===== src/rtl/pad_in_filter.sv =====
// Receive-side pad conditioner: two-flop synchroniser, attribute inversion and a
// consecutive-cycle debounce with registered level, edge and glitch-reject pulses.
module pad_in_filter #(
   parameter int AttrDw   = 6,
   parameter int CntWidth = 16
) (
   input  logic                clk_i,
   input  logic                rst_ni,
   input  logic                pad_in_i,
   input  logic [AttrDw-1:0]   attr_i,
   input  logic                en_i,
   input  logic [CntWidth-1:0] thresh_i,
   output logic                filt_o,
   output logic                rise_o,
   output logic                fall_o,
   output logic                glitch_o
);

   typedef enum logic {STABLE = 1'b0, SETTLE = 1'b1} state_e;

   state_e              state_reg, state_next;
   logic [CntWidth-1:0] cnt_reg, cnt_next;
   logic                s1_reg, s2_reg;
   logic                filt_reg, filt_next;
   logic                rise_reg, rise_next;
   logic                fall_reg, fall_next;
   logic                glitch_reg, glitch_next;

   logic                in_c;
   logic                mismatch;
   logic [CntWidth:0]   cnt_inc;
   logic                hit;
   logic                unused_attr;

   // Only the invert bit matters here; the rest belong to the pad driver side.
   assign unused_attr = ^attr_i;

   assign in_c     = s2_reg ^ attr_i[0];
   assign mismatch = (in_c != filt_reg);
   // One extra bit so the increment and compare can never wrap.
   assign cnt_inc  = {1'b0, cnt_reg} + {{CntWidth{1'b0}}, 1'b1};
   assign hit      = (cnt_inc >= {1'b0, thresh_i});

   always_ff @(posedge clk_i or negedge rst_ni) begin
      if (!rst_ni) begin
         s1_reg     <= 1'b0;
         s2_reg     <= 1'b0;
         state_reg  <= STABLE;
         cnt_reg    <= '0;
         filt_reg   <= 1'b0;
         rise_reg   <= 1'b0;
         fall_reg   <= 1'b0;
         glitch_reg <= 1'b0;
      end else begin
         s1_reg     <= pad_in_i;
         s2_reg     <= s1_reg;
         state_reg  <= state_next;
         cnt_reg    <= cnt_next;
         filt_reg   <= filt_next;
         rise_reg   <= rise_next;
         fall_reg   <= fall_next;
         glitch_reg <= glitch_next;
      end
   end

   always_comb begin
      state_next = state_reg;
      cnt_next   = cnt_reg;
      if (!en_i) begin
         state_next = STABLE;
         cnt_next   = '0;
      end else if (mismatch) begin
         if (hit) begin
            state_next = STABLE;
            cnt_next   = '0;
         end else begin
            state_next = SETTLE;
            cnt_next   = cnt_inc[CntWidth-1:0];
         end
      end else begin
         state_next = STABLE;
         cnt_next   = '0;
      end
   end

   always_comb begin
      filt_next   = filt_reg;
      rise_next   = 1'b0;
      fall_next   = 1'b0;
      glitch_next = 1'b0;
      if (en_i) begin
         if (mismatch && hit) begin
            filt_next = in_c;
            rise_next = in_c;
            fall_next = ~in_c;
         end else if (!mismatch && (state_reg == SETTLE)) begin
            glitch_next = 1'b1;
         end
      end
   end

   assign filt_o   = filt_reg;
   assign rise_o   = rise_reg;
   assign fall_o   = fall_reg;
   assign glitch_o = glitch_reg;

endmodule

===== config.mk =====
export PLATFORM = sky130hd
export DESIGN_NAME = pad_in_filter
export DESIGN_NICKNAME = d
export VERILOG_FILES = /design/src/rtl/pad_in_filter.sv
export SDC_FILE = /design/constraint.sdc
export NUM_CORES = 1
export LEC_CHECK = 0
export CAP_MARGIN = 5
export CORE_ASPECT_RATIO = 0.5
export CORE_UTILIZATION = 53
export DETAILED_ROUTE_END_ITERATION = 12
export GPL_TIMING_DRIVEN = 1
export PLACE_DENSITY = 0.89
export SETUP_SLACK_MARGIN = 0.5
export SYNTH_ARGS = -nofsm -noshare
export SYNTH_HDL_FRONTEND = slang
export SYNTH_SLANG_ARGS = --single-unit

===== constraint.sdc =====
create_clock -name clk_i -period 6.49 [get_ports clk_i]
set_input_delay 0.649 -clock clk_i [delete_from_list [all_inputs] [get_ports clk_i]]
set_output_delay 0.649 -clock clk_i [all_outputs]
set_load 0.1 [all_outputs]

Yosys cells after proc, flatten, opt, wreduce, memory -nomap -nowiden
Index checks and enable logic that the tools add are counted.

Register bits after elaboration: 23. Bits in latches: 0. Memory bits (writable): 0. Memory bits (read-only): 0. Input port bits: 26. Output and inout bits: 4. Logic and storage cells: 30. Memories: 0.

Add/sub/neg operators: 1. Multipliers: 0. Divide/modulo/power cells: 0. Order comparisons: 1. Equality and inequality tests: 1. Shift-type cells: 0. Multiplexer cells: 13. Bitwise gates (word level): 2. Reductions and logical operators: 4.

Operators with widths (number): 16-bit two-way mux (3); 16-bit by 1-bit adder with 17-bit output, second input constant (1); 17-bit by 16-bit >= comparator with 1-bit output (1); 1-bit two-way mux (10); 1-bit logical AND (2); 2-bit AND reduction (1); 1-bit logical NOT (1); 1-bit inequality test (1); 1-bit inverter (1); 1-bit XOR (1).

Logic depth before layout (Yosys ltp)
Depth in word-level cells: 7. Gate-level depth with buffers: 14. Gate-level depth less buffers: 13.

Worst setup path before layout
OpenSTA, ideal clock, no wires.

Path type: register -> register. Start: reg cnt_reg[2]. End: reg filt_reg (netlist: filt_o). Library setup time: 79 ps. Arrival: 2697 ps. Data required time: 6411 ps. Slack: 3713 ps. Stages on the path, launching flop included: 13. Path buffers: 0. Clock period less this slack: 2777 ps. Cells stage by stage: dfrtp_1 -> and3_1 -> and3_1 -> and3_1 -> nand3_1 -> xnor2_1 -> ha_1 -> a21oi_1 -> a21boi_1 -> o31a_1 -> a311o_2 -> o21ai_1 -> mux2i_1.

Longest elaborated chain between the ends: 4.

RTL lines: from (decl) (line 22) `logic [CntWidth-1:0] cnt_reg, cnt_next;`; from (signal assigned) (line 58) `cnt_reg <= cnt_next;`; 16-bit by 1-bit adder with 17-bit output (line 41) `assign cnt_inc = {1'b0, cnt_reg} + {{CntWidth{1'b0}}, 1'b1};`; 17-bit by 16-bit >= comparator with 1-bit output (line 42) `assign hit = (cnt_inc >= {1'b0, thresh_i});`; 1-bit logical AND (line 92) `if (mismatch && hit) begin`; 2-bit AND reduction (no line); to (signal assigned) (line 59) `filt_reg <= filt_next;`; to (decl) (line 24) `logic filt_reg, filt_next;`.

Every way passes these cells. A chain may end at the register's enable or synchronous reset.

Final worst setup path
Start: reg cnt_reg[2]. End: reg cnt_reg[9].

Longest elaborated chain between the ends: 5.

RTL lines: 16-bit by 1-bit adder with 17-bit output * (line 41); 17-bit by 16-bit >= comparator with 1-bit output (line 42); 16-bit two-way mux * (line 73) `if (hit) begin`; 16-bit two-way mux * (line 72) `end else if (mismatch) begin`; 16-bit two-way mux * (line 69) `if (!en_i) begin`; named net cnt_next[9] (line 22).

Mark *: on every way through the listed nets, which the timed path passes. The rest lies on a longest branch.

==> impl_summary.md <==
Outcome
The flow ran to the end, and the final reports show no timing, DRC or antenna violations.

Logic synthesis
Sorting the synthesized cells by area gives the leading types as dfrtp_1 40%, ha_1 15%, xnor2_1 6.7%. The net count after synthesis is 188. The top-area cell type share of the netlist area is 0.402. The cell with the most instances after synthesis is dfrtp_1. By count the netlist is led by 23 x dfrtp_1, 17 x ha_1, 16 x inv_1.

The share of synthesized flip-flops with an asynchronous set or reset is 1.00. The cell area that synthesis handed to floorplanning was 0.00143 mm2. The post-synthesis instance total is 145. The number of enable-type register cells in the synthesized netlist is 0.

The part of the Yosys area used for sequential elements is 0.402. The number of different library cells used by synthesis comes to 31. The count of warnings emitted by yosys is 0.

The largest area contributor in the netlist is dfrtp_1. The per-instance average area after synthesis is 9.87 um2. Counting flops and latches in the post-synthesis netlist gives 23. The most used flip-flop cell after synthesis is dfrtp_1.

Clock tree
TritonCTS built the clock tree. The clock transition time at the flip-flop clock pins of the worst setup and hold paths is 0.08 ns. After clock tree synthesis, the repair step resized 0 gates. TritonCTS created 3 clock buffers.

The maximum level of the CTS H-tree is 1. The clock sink total is 23. In this run the deepest clock path goes through 2 buffers. Hold repair after CTS inserted 0 buffers.

The post-CTS setup buffer count is 0. The later pin in the worst-skew pair is clocked with a latency of 0.26 ns. The tree is rooted in a clkbuf_8.

GRT
The first global-routing pass estimated 4340 um of wire. The initial antenna violation count is 0. After global routing the overflow that remains totals 0. Entering global routing, the biggest net connects 24 pins. The number of global-route vias before repair is 1002. In the global route stage, overall resource usage came out at 0.216.

Routing
The post-detailed-route count of antenna-violating nets is 0. The number of design-rule violations left by the first detailed-router iteration is 23. The routed design uses 89 um of met3 wire. For this block, the via count after detailed routing is 1053. After detailed routing, the number of vias per cell comes to 5.09.

The post-detailed-route wirelength per cell is 12.4 um. The highest layer used for signal routing is met4. The met1 routed wirelength after detailed routing is 1230 um.

Before antenna repair, the detailed router went through 4 iterations. The met2 wirelength from detailed routing is 1230 um. The post-detailed-route DRC marker count is 0. The overall routed net length is 2580 um.

Layout
The register with the most flip-flops in the layout has 16 of them. Fill cells in the final layout number 196. The area taken by multi-input logic gates is 781 um2. The share of the core filled with cells is 0.738. At the end of the flow, the number of nets in the layout was 216. Of the cells placed in the final design, the portion with a size suffix greater than 1 is 0.0640.

The area occupied by registers is 576 um2. Compared with the post-synthesis result, the final layout area differs by 22.3%. With fillers left out, the area of the finished cells amounts to 0.00175 mm2.

0 antenna diodes ended up in the layout.

Setup path
The required time at the endpoint of the critical path is 6.69 ns. The kind of launch point of the worst setup path is a flip-flop. The critical path endpoint category is a flip-flop. The endpoint arrival time on the critical path is 3.41 ns. The critical path in this run is classified as flip-flop to flip-flop.

Of all nets on the critical path, the largest fanout is 16.

Die
The starting utilization of the core area is 0.603. The floorplan step defined a die boundary enclosing 0.00293 mm2. During I/O placement, the number of pins put on the boundary was 30. The die span in x is 75.5 um. The vertical die dimension is 38.7 um. The region available for standard cell placement spans 0.00237 mm2.

The number of rows in the core area is 12.

Timing
For the finished layout, the period the worst path requires is 3.21 ns. The portion of the clock cycle consumed by the worst path in the final layout is 0.494. On the final layout, the worst clock skew is 0.00423 ns. The number of setup violations in the final report is 0. The peak clock frequency supported by timing is 312 MHz.

The number of pins with negative max-slew slack in the final report came to 0. At the pin with the least slew margin, the transition time is 1.00 ns. On the final layout, the worst hold slack is 0.374 ns. Setup repair after global routing left no endpoint under its margin. The number of hold violations in the final report came to 0. For the final routed database, the setup TNS stands at 0 ns. The tightest slew margin relative to the limit is 0.331.

Min path
The worst min-delay path class is flip-flop to flip-flop.

Flow run
Across the run, the number of max-cap violations was 0.

Placed design
The number of input and output port buffers inserted is 24. At the end of routability-driven placement, the weighted congestion stood at 0.752. The placed instances occupy a cell area of 0.00170 mm2. The HPWL after detailed placement is 2020 um.

Power and ir drop
Power spread over the standard cell area amounts to 153 mW/mm2. After layout, the design draws a total of 0.268 mW. The analysis attributes to cell leakage a power of 0.908 nW. IR analysis of the VDD net gives a maximum drop of 95.1 uV.
[metal layers]
layer,track usage,vias up
met1,0.269,488
li1,-,539
met3,0.0547,4
met2,0.377,22
met5,0,-
met4,0.0648,0
[per-stage QoR]
step,setup slack [ns],std cells
4_1_cts,3.28,207
2_1_floorplan,3.71,145
6_report,3.28,207
5_1_grt,3.03,207
3_5_place_dp,3.36,203
3_3_place_gp,3.47,203
[cells in the final DEF, fill, tap and decap left out, drive strengths merged, types with 2 or more instances in the layout]
| cell | count |
|---|---|
| a21oi | 6 |
| clkdlybuf4s50 | 24 |
| and3 | 3 |
| and2 | 16 |
| nor3 | 2 |
| ha | 17 |
| nor2 | 9 |
| nand2 | 8 |
| dfrtp | 23 |
| clkbuf | 3 |
| xnor2 | 11 |
| nand4 | 2 |
| o21ai | 4 |
| inv | 17 |
| xor2 | 5 |
| nand3 | 10 |
[critical path: stages, from the launching register on]
cell      delay (ns)
dfrtp_1         0.40
and3_1          0.25
and3_1          0.24
and3_1          0.27
nand3_1         0.13
xnor2_1         0.24
ha_1            0.31
a21oi_1         0.15
a21boi_1        0.07
o31a_1          0.29
a311oi_1        0.26
nand3_1         0.15
inv_2           0.21
and2_1          0.18
[logic make-up (layout without fill, tap and decap cells)]
logic type / count (synthesis) / in the layout / share of synthesized area
simple gates: 54 / 54 / 0.219
buf+inv: 18 / 45 / 0.0524
xor+xnor: 16 / 16 / 0.0979
flops: 23 / 23 / 0.402
compound gates: 16 / 16 / 0.0734
fa+ha+maj: 17 / 17 / 0.149
mux: 1 / 1 / 0.00699
[cell type report]
cell class | instances | area share
Multi-Input combinational cell | 104 | 0.446
Sequential cell | 23 | 0.329
Timing Repair Buffer | 24 | 0.137
Inverter | 17 | 0.0365
Tap cell | 35 | 0.0250
Clock buffer | 3 | 0.0236
Clock inverter | 1 | 0.00286
[where the power goes]
group / switching, mW / total [mW] / internal (mW)
clock network: 0.0454 / 0.0882 / 0.0428
registers: 0.00156 / 0.147 / 0.145
logic: 0.0159 / 0.0332 / 0.0173
total: 0.0629 / 0.268 / 0.205
[worst paths after layout]
check,start,endpoint,slack [ns],depth (start not counted)
max,cnt_reg[2]$_DFF_PN0_,cnt_reg[9]$_DFF_PN0_,3.28,13
min,s1_reg$_DFF_PN0_,s2_reg$_DFF_PN0_,0.37,0
max reg2reg,cnt_reg[2]$_DFF_PN0_,cnt_reg[9]$_DFF_PN0_,3.28,13
min reg2reg,s1_reg$_DFF_PN0_,s2_reg$_DFF_PN0_,0.37,0
max in group asynchronous,rst_ni,s2_reg$_DFF_PN0_,4.95,1
min in group asynchronous,rst_ni,cnt_reg[10]$_DFF_PN0_,0.93,1
Note: power is estimated with default switching activity, not from simulation.
